`src/rtl/ysyx_22050550_fetch_seq_pkg.sv`:
```
// ysyx_22050550_fetch_seq_pkg: shared widths, reset PC, redirect source indices and FSM encoding
package ysyx_22050550_fetch_seq_pkg;
  localparam int XLEN = 64;
  localparam logic [XLEN-1:0] RESET_PC = 64'h8000_0000;
  localparam int BR = 0;
  localparam int JALR = 1;
  localparam int MRET = 2;
  localparam int TRAP = 3;
  typedef enum logic [1:0] {REQ = 2'd0, WAIT = 2'd1, HOLD = 2'd2, DRAIN = 2'd3} state_e;
endpackage

```
`src/rtl/ysyx_22050550_fetch_seq_if.sv`:
```
// ysyx_22050550_fetch_seq_if: redirect, instruction-bus and ID-side signals of the fetch sequencer
interface ysyx_22050550_fetch_seq_if;
  import ysyx_22050550_fetch_seq_pkg::*;
  logic [3:0] redir_valid;
  logic [3:0][XLEN-1:0] redir_target;
  logic [3:0] redir_grant;
  logic flush;
  logic if_req_valid;
  logic if_req_ready;
  logic [XLEN-1:0] if_req_addr;
  logic if_rsp_valid;
  logic [31:0] if_rsp_data;
  logic inst_valid;
  logic id_ready;
  logic [31:0] inst;
  logic [XLEN-1:0] inst_pc;
  logic [XLEN-1:0] pc;
  modport master (
    output redir_valid, redir_target, if_req_ready, if_rsp_valid, if_rsp_data, id_ready,
    input redir_grant, flush, if_req_valid, if_req_addr, inst_valid, inst, inst_pc, pc
  );
  modport slave (
    input redir_valid, redir_target, if_req_ready, if_rsp_valid, if_rsp_data, id_ready,
    output redir_grant, flush, if_req_valid, if_req_addr, inst_valid, inst, inst_pc, pc
  );
endinterface

```
`src/rtl/ysyx_22050550_fetch_seq_redir_arb.sv`:
```
// ysyx_22050550_redir_arb: fixed-priority redirect arbiter (trap > mret > jalr > branch) and target mux
module ysyx_22050550_redir_arb
  import ysyx_22050550_fetch_seq_pkg::*;
(
  input  logic [3:0]           redir_valid_i,
  input  logic [3:0][XLEN-1:0] redir_target_i,
  output logic [3:0]           grant_o,
  output logic                 any_o,
  output logic [XLEN-1:0]      target_o
);
  assign any_o = |redir_valid_i;
  assign grant_o = redir_valid_i[TRAP] ? 4'(1 << TRAP) :
                   redir_valid_i[MRET] ? 4'(1 << MRET) :
                   redir_valid_i[JALR] ? 4'(1 << JALR) :
                   redir_valid_i[BR]   ? 4'(1 << BR)   : 4'b0000;
  // jalr clears bit 0 of its target; others pass through unchecked
  assign target_o = redir_valid_i[TRAP] ? redir_target_i[TRAP] :
                    redir_valid_i[MRET] ? redir_target_i[MRET] :
                    redir_valid_i[JALR] ? {redir_target_i[JALR][XLEN-1:1], 1'b0} :
                    redir_target_i[BR];
endmodule

```
`src/rtl/ysyx_22050550_fetch_seq.sv`:
```
// ysyx_22050550_fetch_seq: fetch PC owner and instruction-bus sequencer; drains responses of fetches
// killed by a redirect so at most one bus transaction is ever outstanding.
module ysyx_22050550_fetch_seq
  import ysyx_22050550_fetch_seq_pkg::*;
(
  input logic clock,
  input logic reset,
  ysyx_22050550_fetch_seq_if.slave bus
);
  state_e state_q, state_d;
  logic [XLEN-1:0] pc_q, pc_d, inst_pc_q, inst_pc_d, tgt;
  logic [31:0] inst_q, inst_d;
  logic [3:0] grant;
  logic any, req_fire, capture;
  ysyx_22050550_redir_arb u_arb (
    .redir_valid_i (bus.redir_valid),
    .redir_target_i(bus.redir_target),
    .grant_o       (grant),
    .any_o         (any),
    .target_o      (tgt)
  );
  assign req_fire = state_q == REQ && bus.if_req_ready;
  assign capture = !any && state_q == WAIT && bus.if_rsp_valid;
  always_comb begin
    pc_d = any ? tgt : (state_q == HOLD && bus.id_ready) ? pc_q + XLEN'(4) : pc_q;
    inst_d = capture ? bus.if_rsp_data : inst_q;
    inst_pc_d = capture ? pc_q : inst_pc_q;
    state_d = state_q;
    case (state_q)
      REQ:     state_d = req_fire ? (any ? DRAIN : WAIT) : REQ;
      WAIT:    state_d = bus.if_rsp_valid ? (any ? REQ : HOLD) : (any ? DRAIN : WAIT);
      HOLD:    state_d = (any || bus.id_ready) ? REQ : HOLD;
      default: state_d = bus.if_rsp_valid ? REQ : DRAIN;
    endcase
  end
  always_ff @(posedge clock or posedge reset) begin
    if (reset) begin
      state_q <= REQ;
      pc_q <= RESET_PC;
      inst_q <= '0;
      inst_pc_q <= '0;
    end else begin
      state_q <= state_d;
      pc_q <= pc_d;
      inst_q <= inst_d;
      inst_pc_q <= inst_pc_d;
    end
  end
  assign bus.redir_grant = grant;
  assign bus.flush = any;
  assign bus.if_req_valid = state_q == REQ;
  assign bus.if_req_addr = pc_q;
  assign bus.inst_valid = state_q == HOLD;
  assign bus.inst = inst_q;
  assign bus.inst_pc = inst_pc_q;
  assign bus.pc = pc_q;
  // a response is only legal while one is outstanding
  assert property (@(posedge clock) disable iff (reset)
    !(bus.if_rsp_valid && (state_q == REQ || state_q == HOLD)));
endmodule
```
`src/flat_wrapper.sv`:
```
// flat-port wrapper written by rule: the top's interface ports become plain ports
module ysyx_22050550_fetch_seq_flat import ysyx_22050550_fetch_seq_pkg::*;
  (clock, reset, bus_redir_valid, bus_redir_target, bus_if_req_ready, bus_if_rsp_valid, bus_if_rsp_data, bus_id_ready, bus_redir_grant, bus_flush, bus_if_req_valid, bus_if_req_addr, bus_inst_valid, bus_inst, bus_inst_pc, bus_pc);
  ysyx_22050550_fetch_seq_if bus_i ();
  input logic clock;
  input logic reset;
  input wire logic [$bits(bus_i.redir_valid)-1:0] bus_redir_valid;
  input wire logic [$bits(bus_i.redir_target)-1:0] bus_redir_target;
  input wire logic [$bits(bus_i.if_req_ready)-1:0] bus_if_req_ready;
  input wire logic [$bits(bus_i.if_rsp_valid)-1:0] bus_if_rsp_valid;
  input wire logic [$bits(bus_i.if_rsp_data)-1:0] bus_if_rsp_data;
  input wire logic [$bits(bus_i.id_ready)-1:0] bus_id_ready;
  output wire logic [$bits(bus_i.redir_grant)-1:0] bus_redir_grant;
  output wire logic [$bits(bus_i.flush)-1:0] bus_flush;
  output wire logic [$bits(bus_i.if_req_valid)-1:0] bus_if_req_valid;
  output wire logic [$bits(bus_i.if_req_addr)-1:0] bus_if_req_addr;
  output wire logic [$bits(bus_i.inst_valid)-1:0] bus_inst_valid;
  output wire logic [$bits(bus_i.inst)-1:0] bus_inst;
  output wire logic [$bits(bus_i.inst_pc)-1:0] bus_inst_pc;
  output wire logic [$bits(bus_i.pc)-1:0] bus_pc;
  assign bus_i.redir_valid = bus_redir_valid;
  assign bus_i.redir_target = bus_redir_target;
  assign bus_i.if_req_ready = bus_if_req_ready;
  assign bus_i.if_rsp_valid = bus_if_rsp_valid;
  assign bus_i.if_rsp_data = bus_if_rsp_data;
  assign bus_i.id_ready = bus_id_ready;
  assign bus_redir_grant = bus_i.redir_grant;
  assign bus_flush = bus_i.flush;
  assign bus_if_req_valid = bus_i.if_req_valid;
  assign bus_if_req_addr = bus_i.if_req_addr;
  assign bus_inst_valid = bus_i.inst_valid;
  assign bus_inst = bus_i.inst;
  assign bus_inst_pc = bus_i.inst_pc;
  assign bus_pc = bus_i.pc;
  ysyx_22050550_fetch_seq u_core (.clock(clock), .reset(reset), .bus(bus_i));
endmodule
```
`config.mk`:
```
export PLATFORM = sky130hd
export DESIGN_NAME = ysyx_22050550_fetch_seq_flat
export DESIGN_NICKNAME = d
export VERILOG_FILES = /design/src/rtl/ysyx_22050550_fetch_seq_pkg.sv /design/src/rtl/ysyx_22050550_fetch_seq_if.sv /design/src/rtl/ysyx_22050550_fetch_seq_redir_arb.sv /design/src/rtl/ysyx_22050550_fetch_seq.sv /design/src/flat_wrapper.sv
export SDC_FILE = /design/constraint.sdc
export NUM_CORES = 1
export LEC_CHECK = 0
export ABC_CLOCK_PERIOD_IN_PS = 4700
export BUFFER_PORTS_ARGS = -buffer_cell sky130_fd_sc_hd__clkbuf_2
export CORE_AREA = 2 2 204 206
export CTS_BUF_LIST = sky130_fd_sc_hd__clkbuf_8
export DETAILED_ROUTE_END_ITERATION = 12
export DIE_AREA = 0 0 206 208
export MAX_ROUTING_LAYER = met4
export SKIP_LAST_GASP = 1
export SYNTH_ARGS = -nofsm -noshare
export SYNTH_HDL_FRONTEND = slang
export SYNTH_HIERARCHICAL = 1
export SYNTH_SLANG_ARGS = --single-unit
```
`constraint.sdc`:
```
create_clock -name clock -period 4.7 [get_ports clock]
set_clock_uncertainty 0.1 [all_clocks]
set_input_delay 0.47 -clock clock [delete_from_list [all_inputs] [get_ports clock]]
set_output_delay 0.47 -clock clock [all_outputs]
set_load 0.02 [all_outputs]
```
After elaboration in Yosys (flattened, before gate mapping)
Index checks and enable logic that the tools add are counted.
- register bits after elaboration: 162
- bits in read-only memories: 0
- memory bits (writable): 0
- bits in latches: 0
- logic and storage cells: 32
- memories kept: 0
- div/mod/pow operators: 0
- add/sub/neg operators: 1
- bitwise gates (word level): 0
- reduce and logical (&&, ||, !) cells: 9
- eq/ne operators: 2
- multiplexer cells: 16
- multiply operators: 0
- shift operators: 0
- order comparisons: 0
- operator list (cell ; number):
    $mux 64 ; 5
    $add 64x3->64 const B ; 1
    $mux 2 ; 7
    $pmux 2 s3 ; 1
    $logic_and 1x1->1 ; 4
    $mux 4 ; 1
    $reduce_or 4->1 ; 1
    $mux 3 ; 1
    $eq 2x1->1 const B ; 1
    $eq 2x2->1 const B ; 1
    $logic_not 2->1 ; 1
    $reduce_bool 2->1 ; 1
    $logic_not 1->1 ; 1
    $logic_or 1x1->1 ; 1
    $mux 1 ; 1

Logic depth before layout (Yosys ltp)
Gate-level depths: netlist (run 1).
- word-level depth: 4
- gate-level depth with buffers: 10
- mapped depth without buffers: 6

By module
The synthesis (run 1) kept the hierarchy.
- modules (own cells, without submodules) (module ; instances ; cells each ; seq. area each (sq um) ; area each (sq um)):
    ysyx_22050550_fetch_seq ; 1 ; 731 ; 4055.1 ; 8119.0
    ysyx_22050550_redir_arb ; 1 ; 297 ; 0.0 ; 2418.6

Least setup slack after synthesis (run 1)
No wires, ideal clock.
- path kind: input port to flip-flop
- start point: input port bus_redir_valid[1]
- end point: register u_core.inst_q[26] (netlist: u_core/bus.inst[26])
- arrival: 2.854 ns
- buffers on the path: 6
- slack: 1.621 ns
- stages on the path: 10
- cell sequence: buf_6 > buf_8 > or4_4 > clkbuf_1 > nor2_1 > and3_1 > clkbuf_1 > clkbuf_1 > buf_2 > mux2_2
- cells in the longest elaborated chain, start to end: 4
- RTL lines (element ; RTL line ; text):
    from (decl) ; flat_wrapper.sv:7 ; input wire logic [$bits(bus_i.redir_valid)-1:0] bus_redir_valid;
    $reduce_or 4->1 ; ysyx_22050550_fetch_seq_redir_arb.sv:11 ; assign any_o = |redir_valid_i;
    via bus_flush ; flat_wrapper.sv:14 ; output wire logic [$bits(bus_i.flush)-1:0] bus_flush;
    $logic_not 1->1 ; ysyx_22050550_fetch_seq.sv:23 ; assign capture = !any && state_q == WAIT && bus.if_rsp_valid;
    $logic_and 1x1->1 (2 in a row) ; ysyx_22050550_fetch_seq.sv:23 ;
    to (signal assigned) ; ysyx_22050550_fetch_seq.sv:45 ; inst_q <= inst_d;
    to (decl) ; ysyx_22050550_fetch_seq.sv:12 ; logic [31:0] inst_q, inst_d;
The timed path passes the listed nets, and every way through them passes these cells.
A chain may end at the register's enable or synchronous reset.

Worst setup path after layout (run 1)
- start point: register u_core.pc_q[21] (netlist: u_core/bus.if_req_addr[21])
- end point: register u_core.pc_q[62] (netlist: u_core/bus.if_req_addr[62])
- cells in the longest elaborated chain, start to end: 3
- RTL lines (element ; RTL line ; text):
    from (decl) ; ysyx_22050550_fetch_seq.sv:11 ; logic [XLEN-1:0] pc_q, pc_d, inst_pc_q, inst_pc_d, tgt;
    from (signal assigned) ; ysyx_22050550_fetch_seq.sv:44 ; pc_q <= pc_d;
    $add 64x3->64 ; ysyx_22050550_fetch_seq.sv:25 ; pc_d = any ? tgt : (state_q == HOLD && bus.id_ready) ? pc_q + XLEN'(4) : pc_q;
    $mux 64 (2 in a row) ; ysyx_22050550_fetch_seq.sv:25 ;
Every way passes these cells. The select of a mux whose other input is x is not followed.

==> key figures, run 1 <==
Timing
  – Setup TNS: 0 ns
  – Worst hold slack: -0.0166 ns
  – Worst-Margin Slew: 0.898 ns
  – Final worst slack: 1.38 ns
  – RSZ-0062 raised after global routing: false
  – Final Cycle Share: between 70% and 80%
  – Final hold violation count: 7
  – Max-slew violation count: 0
  – Tmin final: ~3.3 ns
  – Relative slew margins: between 30% and 40%
  – Final setup viols: 0
  – Max Clk Rate: ~300 MHz

Global route
  – Initial antenna violation count: 0
  – Vias in the first global route: 9487
  – GRT Util Overall: between 15 and 20%
  – Grt total ovfl: 0
  – Largest net degree at the start of global routing: 101
  – First-pass GRT wire length: roughly 57000 microns

Place
  – Buffers on Ports: between 500 and 600
  – DP HPWL: between 20000 and 30000 microns
  – Final RePlAce weighted congestion: around 0.82
  – DP Area: ~13000 sq um
  – DP Worst Slack: 1.43 ns

Drt
  – Total number of vias: approximately 9700
  – Drt wl/cell: 19.3 microns
  – Antenna viol nets, final: 0
  – DR iter-0 viols: 417
  – Final wirelength: between 30000 and 40000 microns
  – Drt drc: 0
  – Via density: around 4.8
  – Total iterations of the first detailed-routing run: 5

Logic synthesis
  – Ys Warns: 6
  – Syn Nets: ~1300
  – Top cell type's share of synthesized area: between 30% and 40%
  – Synth async-reset ratio: between 90% and 100%
  – Mapped Cells: approximately 1000
  – Syn avg cell area: 10.3 sq um
  – Yosys top cell by area: dfrtp_1
  – Synth cell types: between 60 and 70
  – Main synth FF type: dfrtp_1
  – Seq/Total Area, Yosys: 38.5%
  – Synthesized area: 10500 sq um
  – Post-synth EDFFs: 0
  – Seq cells post-synth: 162
  – Leading post-synthesis cells by cell area: dfrtp_1 38%, mux2_2 10%, mux2i_1 6.4%, buf_4 5.0%, nor3b_1 4.6%

Status
  – Failing checks: negative hold slack
  – Status: finished, violations left

Critical path
  – Critical path class: flop to flop
  – CP Max Fanout: 20
  – CP startpoint: u_core/bus.if_req_addr[21]
  – Max incr delay on CP: between 0.8 and 0.9 ns
  – WP data required: about 5.0 ns
  – Reg2reg end: u_core/bus.if_req_addr[62]
  – FF-to-FF Start: u_core/bus.if_req_addr[21]
  – Slowest stage cell, crit path: nand4_1
  – Reg2reg path depth: 5
  – Crit. End Element: flop
  – Critical path arrival: between 3 and 4 ns
  – CP Launch Type: flop
  – CP endpoint: u_core/bus.if_req_addr[62]
  – Crit-path cells: nand3_1 -> nor3_1 -> nand4_1 -> or4_1 -> a31oi_1
  – Worst reg2reg setup slack: approximately 1.4 ns

Clock network
  – Clk root buf: clkbuf_8
  – Post-CTS resize count: 0
  – Skew-Pair Late Insertion Delay: ~0.49 ns
  – Setup repair bufs after CTS: 0
  – H-tree depth: 4
  – CTS clk-pin slew, worst paths: approximately 0.09 ns
  – CTS tree: done
  – Total CTS buffers: 17
  – CTS Sinks: 162
  – Clk buf depth: 2
  – Cts hold-fix bufs: 0

Floorplanning
  – Die height: approximately 210 microns
  – IO Pins: around 530
  – DIE AREA: 42800 sq um
  – Row count: between 70 and 80
  – Initial Util: 26.0%
  – Die X: between 200 and 250 microns
  – Core ar.: a little over 40000 sq um

Finish
  – Most frequent cells in the layout: 524 x clkbuf_2, 161 x dfrtp_1, 98 x mux2_2, 71 x nor2b_1, 67 x mux2i_1
  – Area added between synthesis and finish: 28.2%
  – Layout Nets: roughly 1800
  – Most common cell after layout, fill and taps aside: clkbuf_2
  – N_diodes: 0
  – Layout cells sized above 1: roughly 49%
  – Finished Cell Area: roughly 14000 sq um
  – Final core occ: between 30% and 40%

Power
  – Max rail drop VDD: 0.000181 V
  – Pwr/cell area: about 370 nW/um^2
  – Leakage: between 6 and 7 nW

Flow run
  – MaxCap Viol Count: 0

Min path
  – Worst hold-check path type: input pin to async pin
Yosys cell counts, types with 8 or more instances:
cell,number
a31oi_1,17
nor3_1,16
nor3b_1,64
nand4_1,28
nand3_1,34
xor2_1,17
mux2_2,98
or3_1,14
nor4_1,8
a211oi_1,37
nor2b_1,71
buf_4,70
inv_1,9
o21ai_0,40
buf_2,20
clkbuf_1,32
or4_1,9
a211oi_2,27
dfrtp_1,161
mux2i_1,67
xnor2_1,16
nor2_1,29
nand2_1,57
metrics by stage:
| stage | std cells | power (mW) |
|---|---|---|
| floorplan | 1028 | 3.28 |
| global placement | 1966 | 3.99 |
| detailed placement | 1966 | 4.02 |
| CTS | 1997 | 5.10 |
| global route | 1997 | 5.32 |
| finish | 1997 | 5.01 |
worst max-delay path: cells and delay by family (launching register included):
kind             cells  cell delay, ns
AO/OA/AOI/OAI        1            0.17
flip-flops           1            0.53
AND/OR/NAND/NOR      4            2.43
routing by layer:
metal	GRT usage [%]	share of wire [%]
met1	21.4	42
met2	32.5	52
met3	3.09	4.9
met4	3.55	1.0
met5	-	0
logic make-up after synthesis:
family          Yosys count  share of synthesized area, %
simple gates            374                          22.4
mux                     165                          16.8
flops                   162                          38.5
compound gates          150                          10.9
buf+inv                 143                          8.55
xor+xnor                 33                          2.74
fa+ha+maj                 1                         0.119
where the power goes:
| part | switching [mW] | internal (mW) |
|---|---|---|
| Clock | 0.555 | 0.488 |
| Sequential | 0.334 | 1.75 |
| Combinational | 1.12 | 0.757 |
area by class of cell:
cell class | instances | area [sq um]
multi-input combinational | 723 | 5590
fill | 4266 | 27000
inverter | 9 | 37.5
timing repair buffer | 540 | 2780
clock inverter | 12 | 119
clock buffer | 19 | 262
sequential | 162 | 4060
tap | 532 | 666
registers in the layout, indices dropped and copies added (netlist names):
signal,cells
u_core/state_q,2
u_core/bus.inst,32
u_core/bus.inst_pc,64
u_core/bus.if_req_addr,64
worst min path at each step:
stage          cells after the start                     end                    from  slack, ns
3_5_place_dp                       1     u_core/bus.inst[29]     u_core/bus.inst[29]       0.39
4_1_cts                            3     u_core/bus.inst[23]                   reset       0.02
2_1_floorplan                      1       u_core/state_q[1]       u_core/state_q[0]       0.44
3_3_place_gp                       1  u_core/bus.inst_pc[59]  u_core/bus.inst_pc[59]       0.39
5_1_grt                            3     u_core/bus.inst[23]                   reset      0.001
6_report                           3     u_core/bus.inst[23]                   reset      -0.02
(Power assumes the default switching activity.)
==> run 2, diff against run 1 <==
Settings changed: ABC_CLOCK_PERIOD_IN_PS 4700 to 3200.
Clock period 4.7 ns to 3.2 ns, I/O delays scaled along.
==> run 2 against run 1 <==
The flow now finishes without violations. Fmax up 20%. Power rose by 55%. Sequential power increased by 47%. Core utilization up 1.5 points. Worst setup slack lost 0.95 ns. Register-to-register slack worse by 0.95 ns. Critical path depth increased by 1. Via count increased by 2.1%. Non-clock buffer count increased by 55. Sequential cell count unchanged. Critical path type unchanged.
==> key figures, run 2 (synthesis results as in run 1) <==
Global route
  – Largest net degree at the start of global routing: 94 (was 101)
  – GRT Util Overall: 18.9% (was 18.2%)
  – Vias in the first global route: 9819 (was 9487)
  – Grt total ovfl: 0 (unchanged)
  – Initial antenna violation count: 1 (was 0)
  – First-pass GRT wire length: 59000 microns (was 57200 microns)

Clock network
  – Total CTS buffers: 17 (unchanged)
  – Cts hold-fix bufs: 34 (was 0)
  – H-tree depth: 4 (unchanged)
  – CTS tree: done (unchanged)
  – CTS Sinks: 162 (unchanged)
  – Skew-Pair Late Insertion Delay: 0.49 ns (about the same)
  – CTS clk-pin slew, worst paths: 0.10 ns (was 0.09 ns)
  – Setup repair bufs after CTS: 0 (unchanged)
  – Clk root buf: clkbuf_8 (unchanged)
  – Post-CTS resize count: 0 (unchanged)
  – Clk buf depth: 2 (unchanged)

Finish
  – Area added between synthesis and finish: 34.2% (was 28.2%)
  – Most frequent cells in the layout: 524 x clkbuf_2, 161 x dfrtp_1, 98 x mux2_2, 71 x nor2b_1, 67 x mux2i_1 (unchanged)
  – Finished Cell Area: 14100 sq um (was 13500 sq um)
  – Most common cell after layout, fill and taps aside: clkbuf_2 (unchanged)
  – Layout Nets: 1806 (was 1751)
  – Layout cells sized above 1: 48.9% (was 49.1%)

Power
  – Leakage: 6.80 nW (was 6.50 nW)
  – Pwr/cell area: 548 nW/um^2 (was 371 nW/um^2)
  – Overall Power: 7.75 mW (was 5.01 mW)
  – Max rail drop VDD: 0.000315 V (was 0.000181 V)

Timing
  – Final Cycle Share: 86.5% (was 70.6%)
  – Setup TNS: 0 ns (unchanged)
  – Tmin final: 2.77 ns (was 3.32 ns)
  – RSZ-0062 raised after global routing: false (unchanged)
  – Relative slew margins: 49.5% (was 40.0%)
  – Max-slew violation count: 0 (unchanged)
  – Max Clk Rate: 361 MHz (was 301 MHz)
  – Final hold violation count: 0 (was 7)
  – Final worst slack: 0.433 ns (was 1.38 ns)
  – Final setup viols: 0 (unchanged)
  – Worst hold slack: 0.0763 ns (was -0.0166 ns)
  – Worst-Margin Slew: 0.757 ns (was 0.898 ns)

Drt
  – Via density: 4.81 (was 4.84)
  – Total number of vias: 9878 (was 9671)
  – Final wirelength: 40000 microns (was 38600 microns)
  – Total iterations of the first detailed-routing run: 5 (unchanged)
  – DR iter-0 viols: 525 (was 417)
  – Antenna viol nets, final: 0 (unchanged)
  – Drt drc: 0 (unchanged)
  – Drt wl/cell: 19.5 microns (was 19.3 microns)

Critical path
  – FF-to-FF Start: u_core/bus.if_req_addr[10] (was u_core/bus.if_req_addr[21])
  – WP data required: 3.53 ns (was 5.01 ns)
  – CP startpoint: u_core/bus.if_req_addr[10] (was u_core/bus.if_req_addr[21])
  – Crit. End Element: flop (unchanged)
  – CP Max Fanout: 13 (was 20)
  – CP Launch Type: flop (unchanged)
  – Critical path arrival: 3.09 ns (was 3.63 ns)
  – Critical path class: flop to flop (unchanged)

Floorplanning
  – Die X: 206 microns (unchanged)
  – DIE AREA: 42800 sq um (unchanged)
  – Row count: 74 (unchanged)
  – Initial Util: 26.0% (unchanged)
  – Die height: 208 microns (unchanged)
  – Core ar.: 40600 sq um (unchanged)
  – IO Pins: 528 (unchanged)

Place
  – DP Area: 13300 sq um (was 13100 sq um)
  – Buffers on Ports: 526 (unchanged)
  – Final RePlAce weighted congestion: 0.807 (was 0.818)
  – DP HPWL: 30000 microns (was 29200 microns)
  – DP Worst Slack: 0.468 ns (was 1.43 ns)

Min path
  – Hold Path Origin: bus_if_rsp_valid
  – Worst hold-check path type: input pin to flop (was input pin to async pin)

Status
  – Status: finished clean (was finished, violations left)

Flow run
  – MaxCap Viol Count: 0 (unchanged)
==> run 2: cell types whose count changed in the layout (fill, tap and decap cells not counted), sizes merged, moves of 2 or more <==
cell         change
buf             +21
bufinv           +3
clkinvlp         -3
diode            +2
dlygate4sd3     +34
==> run 2: worst paths after layout <==
path	endpoint	slack (ns)	cells past startpoint
min in group asynchronous	u_core/bus.inst[29]	0.38	4
worst max-delay path	u_core/bus.if_req_addr[43]	0.43	6
worst min register to register	u_core/bus.inst_pc[61]	0.41	1
worst min-delay path	u_core/state_q[0]	0.08	3
max in group asynchronous	u_core/bus.if_req_addr[36]	2.08	4
worst max register to register	u_core/bus.if_req_addr[43]	0.43	6
==> run 2: metal layers <==
metal / vias up / wire (microns) / global-route usage (%)
met5: - / 0 / -
met4: 0 / 510 / 3.84
met3: 31 / 1830 / 2.93
met2: 320 / 21000 / 33.7
met1: 4869 / 16700 / 22.3
li1: 4658 / - / -
==> run 2: critical path, cell delays in order, from the launching register on <==
cell and delay (ns):
dfrtp_1 0.53, nand4_1 0.13, buf_4 0.20, nor4_1 0.33
nand4_1 0.57, or4_1 0.68, a31oi_1 0.16
==> run 2: cell type report <==
class,instances,area (sq um)
antenna,2,5.00
clock inverter,12,204
sequential,162,4060
timing repair buffer,595,3300
fill,4158,26400
inverter,9,37.5
clock buffer,20,275
multi-input combinational,723,5590
tap,532,666
==> run 2: power breakdown <==
part           total, mW  switching, mW  internal (mW)
clock               1.84          0.850          0.995
sequential          3.05          0.478           2.57
combinational       2.86           1.69           1.16
total               7.75           3.02           4.73
==> run 2: through the flow <==
stage                     util, %  instances
after floorplan                 -       1028
after global placement       32.8       1987
after detailed placement     32.8       1987
after CTS                    34.8       2053
after global routing         34.9       2054
final                        34.9       2055
